### config.mk
export PLATFORM = sky130hd
export DESIGN_NAME = fifo_stream_adapter_flat
export DESIGN_NICKNAME = d
export VERILOG_FILES = /design/src/rtl/fifo_stream_adapter_pkg.sv /design/src/rtl/fifo_stream_adapter_if.sv /design/src/rtl/fifo_stream_adapter_skid_buf.sv /design/src/rtl/fifo_stream_adapter.sv /design/src/flat_wrapper.sv
export SDC_FILE = /design/constraint.sdc
export NUM_CORES = 1
export LEC_CHECK = 0
export CAP_MARGIN = 20
export CORE_ASPECT_RATIO = 1.4
export CORE_MARGIN = 4
export CORE_UTILIZATION = 40
export DETAILED_ROUTE_END_ITERATION = 10
export PLACE_DENSITY = 0.67
export SYNTH_ARGS = -nofsm -noshare
export SYNTH_HDL_FRONTEND = slang
export SYNTH_SLANG_ARGS = --single-unit
### constraint.sdc
create_clock -name i_clk -period 3.95 [get_ports i_clk]
set_input_delay 1.185 -clock i_clk [delete_from_list [all_inputs] [get_ports i_clk]]
set_output_delay 1.185 -clock i_clk [all_outputs]
set_load 0.05 [all_outputs]
### src/rtl/fifo_stream_adapter_pkg.sv
// Shared types and constants for the FIFO-to-stream adapter.
// The optional TLAST feature is enabled with the STREAM_TLAST_EN macro.
package fifo_stream_pkg;

  // Buffer occupancy states; the encoding equals the number of buffered beats
  typedef enum logic [1:0] {
    EMPTY = 2'd0,
    ONE   = 2'd1,
    TWO   = 2'd2
  } buf_state_t;

  localparam int unsigned C_BUF_DEPTH = 2;

  // Width of the TLAST beat counter for a given packet length
  function automatic int unsigned beat_cnt_width(input int unsigned pkt_len);
    return $clog2(pkt_len) + 1;
  endfunction

endpackage

### src/rtl/fifo_stream_adapter_if.sv
// Valid/ready stream bundle driven by fifo_stream_adapter.
// Signal names follow the adapter's point of view (o_ = driven by adapter).
// o_tlast exists only when STREAM_TLAST_EN is defined.
interface fifo_stream_adapter_if #(
  parameter int unsigned G_WIDTH = 8
);
  logic               o_tvalid;
  logic [G_WIDTH-1:0] o_tdata;
  logic               i_tready;
`ifdef STREAM_TLAST_EN
  logic               o_tlast;

  modport master (output o_tvalid, output o_tdata, output o_tlast, input i_tready);
  modport slave  (input  o_tvalid, input  o_tdata, input  o_tlast, output i_tready);
`else
  modport master (output o_tvalid, output o_tdata, input i_tready);
  modport slave  (input  o_tvalid, input  o_tdata, output i_tready);
`endif
endinterface

### src/rtl/fifo_stream_adapter_skid_buf.sv
// Two-entry register buffer (head/tail) with push, pop and occupancy count.
// A push arriving with no free slot (after any same-cycle pop) is dropped
// and flagged on o_ovf.
module stream_skid_buf
  import fifo_stream_pkg::*;
#(
  parameter int unsigned G_WIDTH = 8
) (
  input  logic               i_clk,
  input  logic               i_rst,
  input  logic               i_push,
  input  logic [G_WIDTH-1:0] i_data,
  input  logic               i_pop,
  output logic               o_valid,
  output logic [G_WIDTH-1:0] o_head,
  output logic [1:0]         o_count,
  output logic               o_ovf
);

  buf_state_t         r_state;
  logic [G_WIDTH-1:0] r_head;
  logic [G_WIDTH-1:0] r_tail;

  // Occupancy FSM; pushed data lands in the first slot free after the pop
  always_ff @(posedge i_clk or posedge i_rst) begin
    if (i_rst) begin
      r_state <= EMPTY;
      r_head  <= '0;
      r_tail  <= '0;
    end else begin
      case (r_state)
        EMPTY: begin
          if (i_push) begin
            r_head  <= i_data;
            r_state <= ONE;
          end
        end
        ONE: begin
          case ({i_pop, i_push})
            2'b11: r_head <= i_data;
            2'b10: r_state <= EMPTY;
            2'b01: begin
              r_tail  <= i_data;
              r_state <= TWO;
            end
            default: ;
          endcase
        end
        TWO: begin
          if (i_pop) begin
            r_head <= r_tail;
            if (i_push) r_tail  <= i_data;
            else        r_state <= ONE;
          end
        end
        default: r_state <= EMPTY;
      endcase
    end
  end

  assign o_valid = (r_state != EMPTY);
  assign o_head  = r_head;
  assign o_count = r_state;
  assign o_ovf   = i_push & (r_state == TWO) & ~i_pop;

endmodule

### src/rtl/fifo_stream_adapter.sv
// Read-side consumer for synchronous_fifo: issues FIFO reads against buffer
// credit, captures returned words and presents them as a valid/ready stream.
// Optional macro STREAM_TLAST_EN adds a per-packet o_tlast (G_PKT_LEN beats).
module fifo_stream_adapter
  import fifo_stream_pkg::*;
#(
  parameter int unsigned G_WIDTH   = 8,
  parameter int unsigned G_PKT_LEN = 4
) (
  input  logic                  i_clk,
  input  logic                  i_rst,
  input  logic                  i_fifo_empty,
  input  logic [G_WIDTH-1:0]    i_fifo_data,
  input  logic                  i_fifo_rd_done,
  output logic                  o_fifo_rd,
  fifo_stream_adapter_if.master m_stream,
  output logic [1:0]            o_level,
  output logic                  o_err
);

  localparam logic [2:0] C_DEPTH = 3'(C_BUF_DEPTH);

  if (G_PKT_LEN < 1) begin : g_bad_pkt_len
    $error("fifo_stream_adapter: G_PKT_LEN must be >= 1");
  end

  logic               w_valid;
  logic [G_WIDTH-1:0] w_head;
  logic [1:0]         w_count;
  logic               w_ovf;
  logic               w_pop;
  logic               w_capture;
  logic [2:0]         w_credit;
  logic               r_inflight;
  logic               r_err;

  assign w_pop     = w_valid & m_stream.i_tready;
  assign w_capture = i_fifo_rd_done & r_inflight;

  // Slots committed after this cycle's pop; the tready->rd path keeps 1 beat/cycle
  assign w_credit  = {1'b0, w_count} + {2'b00, r_inflight} - {2'b00, w_pop};
  assign o_fifo_rd = ~i_rst & ~i_fifo_empty & (w_credit < C_DEPTH);

  stream_skid_buf #(
    .G_WIDTH (G_WIDTH)
  ) u_buf (
    .i_clk   (i_clk),
    .i_rst   (i_rst),
    .i_push  (w_capture),
    .i_data  (i_fifo_data),
    .i_pop   (w_pop),
    .o_valid (w_valid),
    .o_head  (w_head),
    .o_count (w_count),
    .o_ovf   (w_ovf)
  );

  // Outstanding-read tracker; a new read in the capture cycle keeps it set
  always_ff @(posedge i_clk or posedge i_rst) begin
    if (i_rst)          r_inflight <= 1'b0;
    else if (o_fifo_rd) r_inflight <= 1'b1;
    else if (w_capture) r_inflight <= 1'b0;
  end

  // Sticky error: unsolicited read data or a capture with no free slot
  always_ff @(posedge i_clk or posedge i_rst) begin
    if (i_rst)                                      r_err <= 1'b0;
    else if ((i_fifo_rd_done & ~r_inflight) | w_ovf) r_err <= 1'b1;
  end

  assign m_stream.o_tvalid = w_valid;
  assign m_stream.o_tdata  = w_head;
  assign o_level           = w_count;
  assign o_err             = r_err;

`ifdef STREAM_TLAST_EN
  localparam int unsigned          C_CNT_W     = beat_cnt_width(G_PKT_LEN);
  localparam logic [C_CNT_W-1:0]   C_LAST_BEAT = C_CNT_W'(G_PKT_LEN - 1);

  logic [C_CNT_W-1:0] r_beat_cnt;

  // Beat position within the packet, wrapping on the pop of the last beat
  always_ff @(posedge i_clk or posedge i_rst) begin
    if (i_rst) begin
      r_beat_cnt <= '0;
    end else if (w_pop) begin
      r_beat_cnt <= (r_beat_cnt == C_LAST_BEAT) ? '0 : r_beat_cnt + 1'b1;
    end
  end

  assign m_stream.o_tlast = w_valid & (r_beat_cnt == C_LAST_BEAT);
`endif

endmodule

### src/flat_wrapper.sv
// flat-port wrapper written by rule: the top's interface ports become plain ports
module fifo_stream_adapter_flat import fifo_stream_pkg::*;
#(
  parameter int unsigned G_WIDTH   = 8,
  parameter int unsigned G_PKT_LEN = 4
)
  (i_clk, i_rst, i_fifo_empty, i_fifo_data, i_fifo_rd_done, o_fifo_rd, o_level, o_err, m_stream_o_tvalid, m_stream_o_tdata, m_stream_i_tready);
  fifo_stream_adapter_if #(.G_WIDTH(G_WIDTH)) m_stream_i ();
  input  logic i_clk;
  input  logic i_rst;
  input  logic i_fifo_empty;
  input  logic [G_WIDTH-1:0] i_fifo_data;
  input  logic i_fifo_rd_done;
  output logic o_fifo_rd;
  output logic [1:0] o_level;
  output logic o_err;
  output wire logic [$bits(m_stream_i.o_tvalid)-1:0] m_stream_o_tvalid;
  output wire logic [$bits(m_stream_i.o_tdata)-1:0] m_stream_o_tdata;
  input wire logic [$bits(m_stream_i.i_tready)-1:0] m_stream_i_tready;
  assign m_stream_o_tvalid = m_stream_i.o_tvalid;
  assign m_stream_o_tdata = m_stream_i.o_tdata;
  assign m_stream_i.i_tready = m_stream_i_tready;
  fifo_stream_adapter #(.G_WIDTH(G_WIDTH), .G_PKT_LEN(G_PKT_LEN)) u_core (.i_clk(i_clk), .i_rst(i_rst), .i_fifo_empty(i_fifo_empty), .i_fifo_data(i_fifo_data), .i_fifo_rd_done(i_fifo_rd_done), .o_fifo_rd(o_fifo_rd), .m_stream(m_stream_i), .o_level(o_level), .o_err(o_err));
endmodule
==> results.yml, run 1 <==
setup_path:
  critical_path_class: "input pin to output port"
  r2r_slack_ps: 1570
  r2r-start: "u_core.u_buf.o_count[1]"
  start_kind: "input pin"
  r2r_end: "u_core.r_inflight"
  path_cells: "clkbuf_2 -> and2_4 -> nor2b_1 -> fa_2 -> xor2_2 -> nor4b_4 -> buf_12"
  reg2reg_depth: 9
  path_buf_inv: 2
  worstPathRequired_ps: 2760
  worst_setup_path_end_kind: "output port"
  crit_family: "simple AND/OR/NAND/NOR gates"
  cp_slowest_stage_delay_ps: 370
  critPathMaxFanout: 3
  cp_data_arrival_time_ps: 2660
  crit_slowest_cell: "fa_2"
finish:
  diodes: 0
  nNetsFinal: 122
  fillCellCount: 215
  fin_area_um2: 1419
  stdcell_count: 140
  regArea_um2: 501.7
  multi_input_area_um2: 525.5
  areaGrowthSynthToFinish_pct: 36.46
  drive_gt1_share_pct: 36.79
placed_design:
  io_buffers: 25
  globalplace.congestion: 0.7346
  placed_cells: 135
  post_dp_cell_area_um2: 1361
  dp_slack_ps: -282.3
  dp_hpwl_um: 1414
detailed_routing:
  drc: 0
  detail_route.wirelength_um: 1853
  drt_first_pass_iters: 3
  dr.first_iter.drc_count: 13
  vias: 683
  vias_per_cell: 4.879
  wl_per_cell_um: 13.24
  ant_nets: 0
timing:
  period_needed_ps: 3847
  fin_crit_sh_pct: 97.40
  hold_viol: 0
  worst_slew_pin_slew_ps: 742.8
  max_slew_margin_pct: 50.43
  fmax_mhz: 259.9
  grt_setup_unrepaired: "false"
  fin_skew_ps: 7.958
  slew_violations: 0
  layout_setup_ws_ps: 102.7
  setup_viol: 0
clock_network:
  cts-htree-levels: 1
  cts_buffers: 3
  cts_buffer_depth: 2
  cts.clk_slew.worst_paths_ps: 120
  cts_tree: "done"
  cts_root_buffer: "clkbuf_4"
  cts_sinks: 20
  postCtsHoldBufs: 0
  clock_latency_ps: 290
logic_synthesis:
  async_flop_share_pct: 100.0
  synth_edf_count: 0
  yosys_warnings: 0
  yosys-top-cells-count: "20 x dfrtp_1, 15 x mux2_2, 8 x mux2_4"
  syn-num-nets: 92
  synth_area_um2: 1040
  yosysTopAreaCell: "dfrtp_1"
  ys_seq_area_share_pct: 48.13
  ys_types: 26
  ys_ff_latch: 20
  synth-main-ff-cell: "dfrtp_1"
  avgSynthCellArea_um2: 13.50
  post-synth-top-count-cell: "dfrtp_1"
  synthCells: 77
  synth.top_cells.by_area: "dfrtp_1 48%, mux2_2 16%, mux2_4 12%, a21o_1 2.2%, buf_6 2.2%"
  synth_top_area_share_pct: 48.13
die:
  start_util_pct: 42.55
  ios: 26
  die_area_um2: 3491
  core-area_um2: 2444
  die_w_um: 51.09
  die_y_um: 68.33
  fp-row-count: 21
worst_hold_path:
  min_to: "u_core.o_err"
  hold_path.class: "flip-flop to flip-flop"
  hold_start: "u_core.o_err"
  holdPathStages: 1
grt:
  gr-total-overflow: 0
  grt_max_degree: 21
  gr-usage-all-layers_pct: 12.07
  grt_pass1_wl_um: 3167
  first_global_vias: 719
  grt_antenna_before_repair: 0
pwr:
  p_leak_nw: 0.6600
  power.density_nw_per_um2: 774.1
  peakVddDrop_uv: 435.7
run:
  cap_violations: 0
outcome:
  status: "finished clean"
==> worst reg2reg max path: stages (launching register included) <==
cell	delay [ps]
dfrtp_2	510
or2_1	280
and2_4	170
nor2b_1	140
fa_2	370
xor2_2	160
nor4b_4	370
buf_4	170
buf_4	90
a21o_1	70
==> worst max-delay path by stage <==
stage	slack, ps	depth (start not counted)	startpoint	endpoint
finish	100	7	m_stream_i_tready	o_fifo_rd
global route	40	7	m_stream_i_tready	o_fifo_rd
detailed placement	-280	7	m_stream_i_tready	o_fifo_rd
global placement	-260	7	m_stream_i_tready	o_fifo_rd
floorplan	-20	6	m_stream_i_tready	o_fifo_rd
CTS	0.7	7	m_stream_i_tready	o_fifo_rd
==> registers in the layout, summed over array words and instances (netlist names) <==
name,count
u_core.u_buf.o_count,2
u_core.u_buf.r_tail,8
u_core.o_err,1
u_core.u_buf.o_head,8
u_core.r_inflight,1
==> metal layers <==
layer  share of wire, %  up-vias  GRT usage (%)  routed length, um
met5                  0        -              0                  0
met4                1.1        0          4.040                 20
met3                4.9        2          2.397                 91
met2                 51       17          22.58                952
met1                 43      335          13.50                789
li1                   -      329              -                  -
==> layout make-up <==
| type | count | area share [%] |
|---|---|---|
| clock buffers | 3 | 1.587 |
| clock inverters | 1 | 2.116 |
| inverters | 3 | 0.7937 |
| multi-input cells | 50 | 37.04 |
| flip-flops and latches | 20 | 35.36 |
| well taps | 34 | 2.998 |
| repair buffers | 29 | 20.11 |
==> stage by stage <==
stage	hold slack, ps	total power [mW]	TNS, ps	utilization [%]
floorplan	474.0	0.7590	-19.95	-
global placement	445.6	0.9265	-261.5	55.71
detailed placement	448.2	0.9404	-282.3	55.71
finish	470.1	1.098	0	58.06
global route	500.9	1.165	0	58.06
CTS	477.0	1.110	0	58.12
==> cells in the final DEF, fill, tap and decap left out <==
cell,instances
a21o_1,3
a21oi_1,1
a41o_1,1
and2_4,1
and3_1,1
buf_12,1
buf_4,4
bufinv_16,1
clkbuf_2,1
clkbuf_4,3
clkdlybuf4s50_1,23
dfrtp_1,19
dfrtp_2,1
fa_2,1
ha_1,1
inv_1,3
mux2_1,1
mux2_2,15
mux2_4,8
nand2_1,2
nand2b_1,1
nand3b_1,2
nor2_1,2
nor2b_1,1
nor4b_4,1
o211ai_2,1
o21ai_0,2
o31a_1,1
or2_1,1
or3b_1,1
xor2_1,1
xor2_2,1
==> repair_timing <==
item,CTS,global route
endpoints found under the setup margin,1,1
buffers inserted,1,0
gates cloned,0,0
resized for setup,1,3
pin swaps,1,2
==> kinds of logic (layout without fill, tap and decap cells) <==
group           after synthesis  after routing  synth area share (%)
buf+inv                       7             36                 3.971
flops                        20             20                 48.13
compound gates                9              9                 6.618
fa+ha+maj                     2              2                 3.129
simple gates                 13             13                 7.584
xor+xnor                      2              2                 1.685
mux                          24             24                 28.88
==> where the power goes <==
group / internal, mW / leakage, nW / switching, mW
clock: 0.102 / 0.0279 / 0.0611
sequential: 0.296 / 0.240 / 0.0616
combinational: 0.269 / 0.392 / 0.308
total: 0.667 / 0.660 / 0.431
(Power assumes the default switching activity.)
==> run 2: changes to the inputs <==
- CORE_UTILIZATION: 40 -> 47
- PLACE_DENSITY: 0.67 -> 0.77
==> run 2 against run 1 <==
Fmax grew 0.38%. Combinational power is essentially flat. Register-to-register slack gained 110 ps. Worst setup slack gained 14 ps. Final cell count shrank 10%. Hold slack is essentially flat. Wire length grew 2.8%. Global-route usage grew 3.8 points. Clock power is essentially flat. Sequential power is essentially flat. Total power grew 0.40%. Critical path type unchanged. Largest cell class unchanged. Largest power group unchanged. Highest routed layer unchanged.
==> results.yml, run 2 (synthesis results as in run 1) <==
outcome:
  status: "finished clean"
run:
  cap_violations: 0
finish:
  final_cell_mix: "23 x clkdlybuf4s50_1, 19 x dfrtp_1, 15 x mux2_2"
  diodes: 0
  stdcell_count: 126
  fin_util_pct: 68.24
  final_common_cell: "clkdlybuf4s50_1"
  areaGrowthSynthToFinish_pct: 34.18
  nNetsFinal: 121
  drive_gt1_share_pct: 36.19
grt:
  grt_antenna_before_repair: 0
  globalRouteMet3Util_pct: 2.564
  gr-usage-met2_pct: 23.84
  gr-max-usage-layer: "met2"
  gr-total-overflow: 0
  gr-usage-all-layers_pct: 15.85
  grt_pass1_wl_um: 3443
  grt_max_degree: 21
  gr-usage-met1_pct: 19.20
  first_global_vias: 773
detailed_routing:
  drc: 0
  drt_first_pass_iters: 4
  dr.first_iter.drc_count: 15
  detail_route.wirelength_um: 1904
  vias_per_cell: 5.468
  wl_per_cell_um: 15.11
  ant_nets: 0
  vias: 689
die:
  ios: 26
  core-area_um2: 2044
  die_area_um2: 3039
  die_w_um: 47.75
  fp-row-count: 19
  start_util_pct: 50.86
  die_y_um: 63.65
timing:
  fin_crit_sh_pct: 97.03
  fin_skew_ps: 8.634
  period_needed_ps: 3833
  hold_viol: 0
  grt_setup_unrepaired: "false"
  worst_slew_pin_slew_ps: 734.0
  layout_setup_ws_ps: 117.1
  setup_viol: 0
  slew_violations: 0
  tns_ps: 0
  max_slew_margin_pct: 51.01
  fmax_mhz: 260.9
placed_design:
  dp_hpwl_um: 1428
  io_buffers: 25
  placed_cells: 121
  dp_slack_ps: -294.9
  globalplace.congestion: 0.6985
pwr:
  clock_power_share_pct: 15.0
  power.switching_mw: 0.4375
  combPwrFrac_pct: 52.3
  p_total_mw: 1.103
  p_seq_share_pct: 32.7
  p_leak_nw: 0.6547
  peakVddDrop_uv: 623.5
  power.internal_mw: 0.6652
  p_sw_share_pct: 39.68
  power.density_nw_per_um2: 790.4
clock_network:
  cts_buffers: 3
  postCtsHoldBufs: 0
  cts_sinks: 20
  cts.clk_slew.worst_paths_ps: 120
  cts_buffer_depth: 2
  cts-htree-levels: 1
  cts_tree: "done"
  clock_latency_ps: 300
  cts_root_buffer: "clkbuf_4"
setup_path:
  worstPathRequired_ps: 2760
  worst_setup_path_end_kind: "output port"
  critical_path_class: "input pin to output port"
  start_kind: "input pin"
  cp_data_arrival_time_ps: 2650
  critPathMaxFanout: 3
worst_hold_path:
  hold_path.class: "flip-flop to flip-flop"
[run 2: changes by cell type in the layout (fill, tap and decap cells not counted), sizes merged]
cell	delta
buf	-1
[run 2: repair_timing]
| action | 4_1_cts | 5_1_grt |
|---|---|---|
| setup buffers | 1 | 0 |
| pin swaps | 2 | 2 |
| setup endpoints to repair | 1 | 1 |
| gates resized for setup | 3 | 1 |
[run 2: stage by stage]
stage               cell area, um^2  hold WS [ps]
floorplan                      1076         474.0
global route                   1395         498.7
global placement               1338         442.6
finish                         1395         469.9
CTS                            1400         476.5
detailed placement             1338         448.6
[run 2: routing by layer]
metal  share of wire (%)  up-vias
met5                   0        -
met4                 3.6        0
met3                 5.3        6
met2                  50       23
met1                  41      332
li1                    -      328
[run 2: final timing paths]
check / start / cells past startpoint / slack, ps / to
min reg2reg: u_core.o_err / 1 / 470 / u_core.o_err
min: u_core.o_err / 1 / 470 / u_core.o_err
min in group asynchronous: i_rst / 2 / 1380 / u_core.u_buf.r_tail[6]
max reg2reg: u_core.u_buf.o_count[1] / 8 / 1680 / u_core.r_inflight
max: m_stream_i_tready / 7 / 120 / o_fifo_rd
max in group asynchronous: i_rst / 2 / 2060 / u_core.u_buf.o_count[1]
[run 2: layout make-up]
type	count	area (um^2)
fillers	157	649.4
multi-input cells	50	525.5
flip-flops and latches	20	501.7
repair buffers	28	277.8
clock inverters	1	30.03
well taps	21	26.28
clock buffers	3	22.52
inverters	3	11.26
[run 2: critical path, cell delays in order]
cell and delay (ps):
clkbuf_2 110, xor2_1 150, nand2_1 100, fa_2 390
xor2_2 170, nor4b_4 360, buf_12 180
[run 2: power by group through the flow]
stage	logic (mW)	registers [mW]	clock network, mW
after detailed placement	0.579	0.362	0
after floorplan	0.243	0.516	0
final	0.577	0.360	0.165
after global routing	0.616	0.377	0.181
after global placement	0.566	0.356	0
after CTS	0.586	0.361	0.170
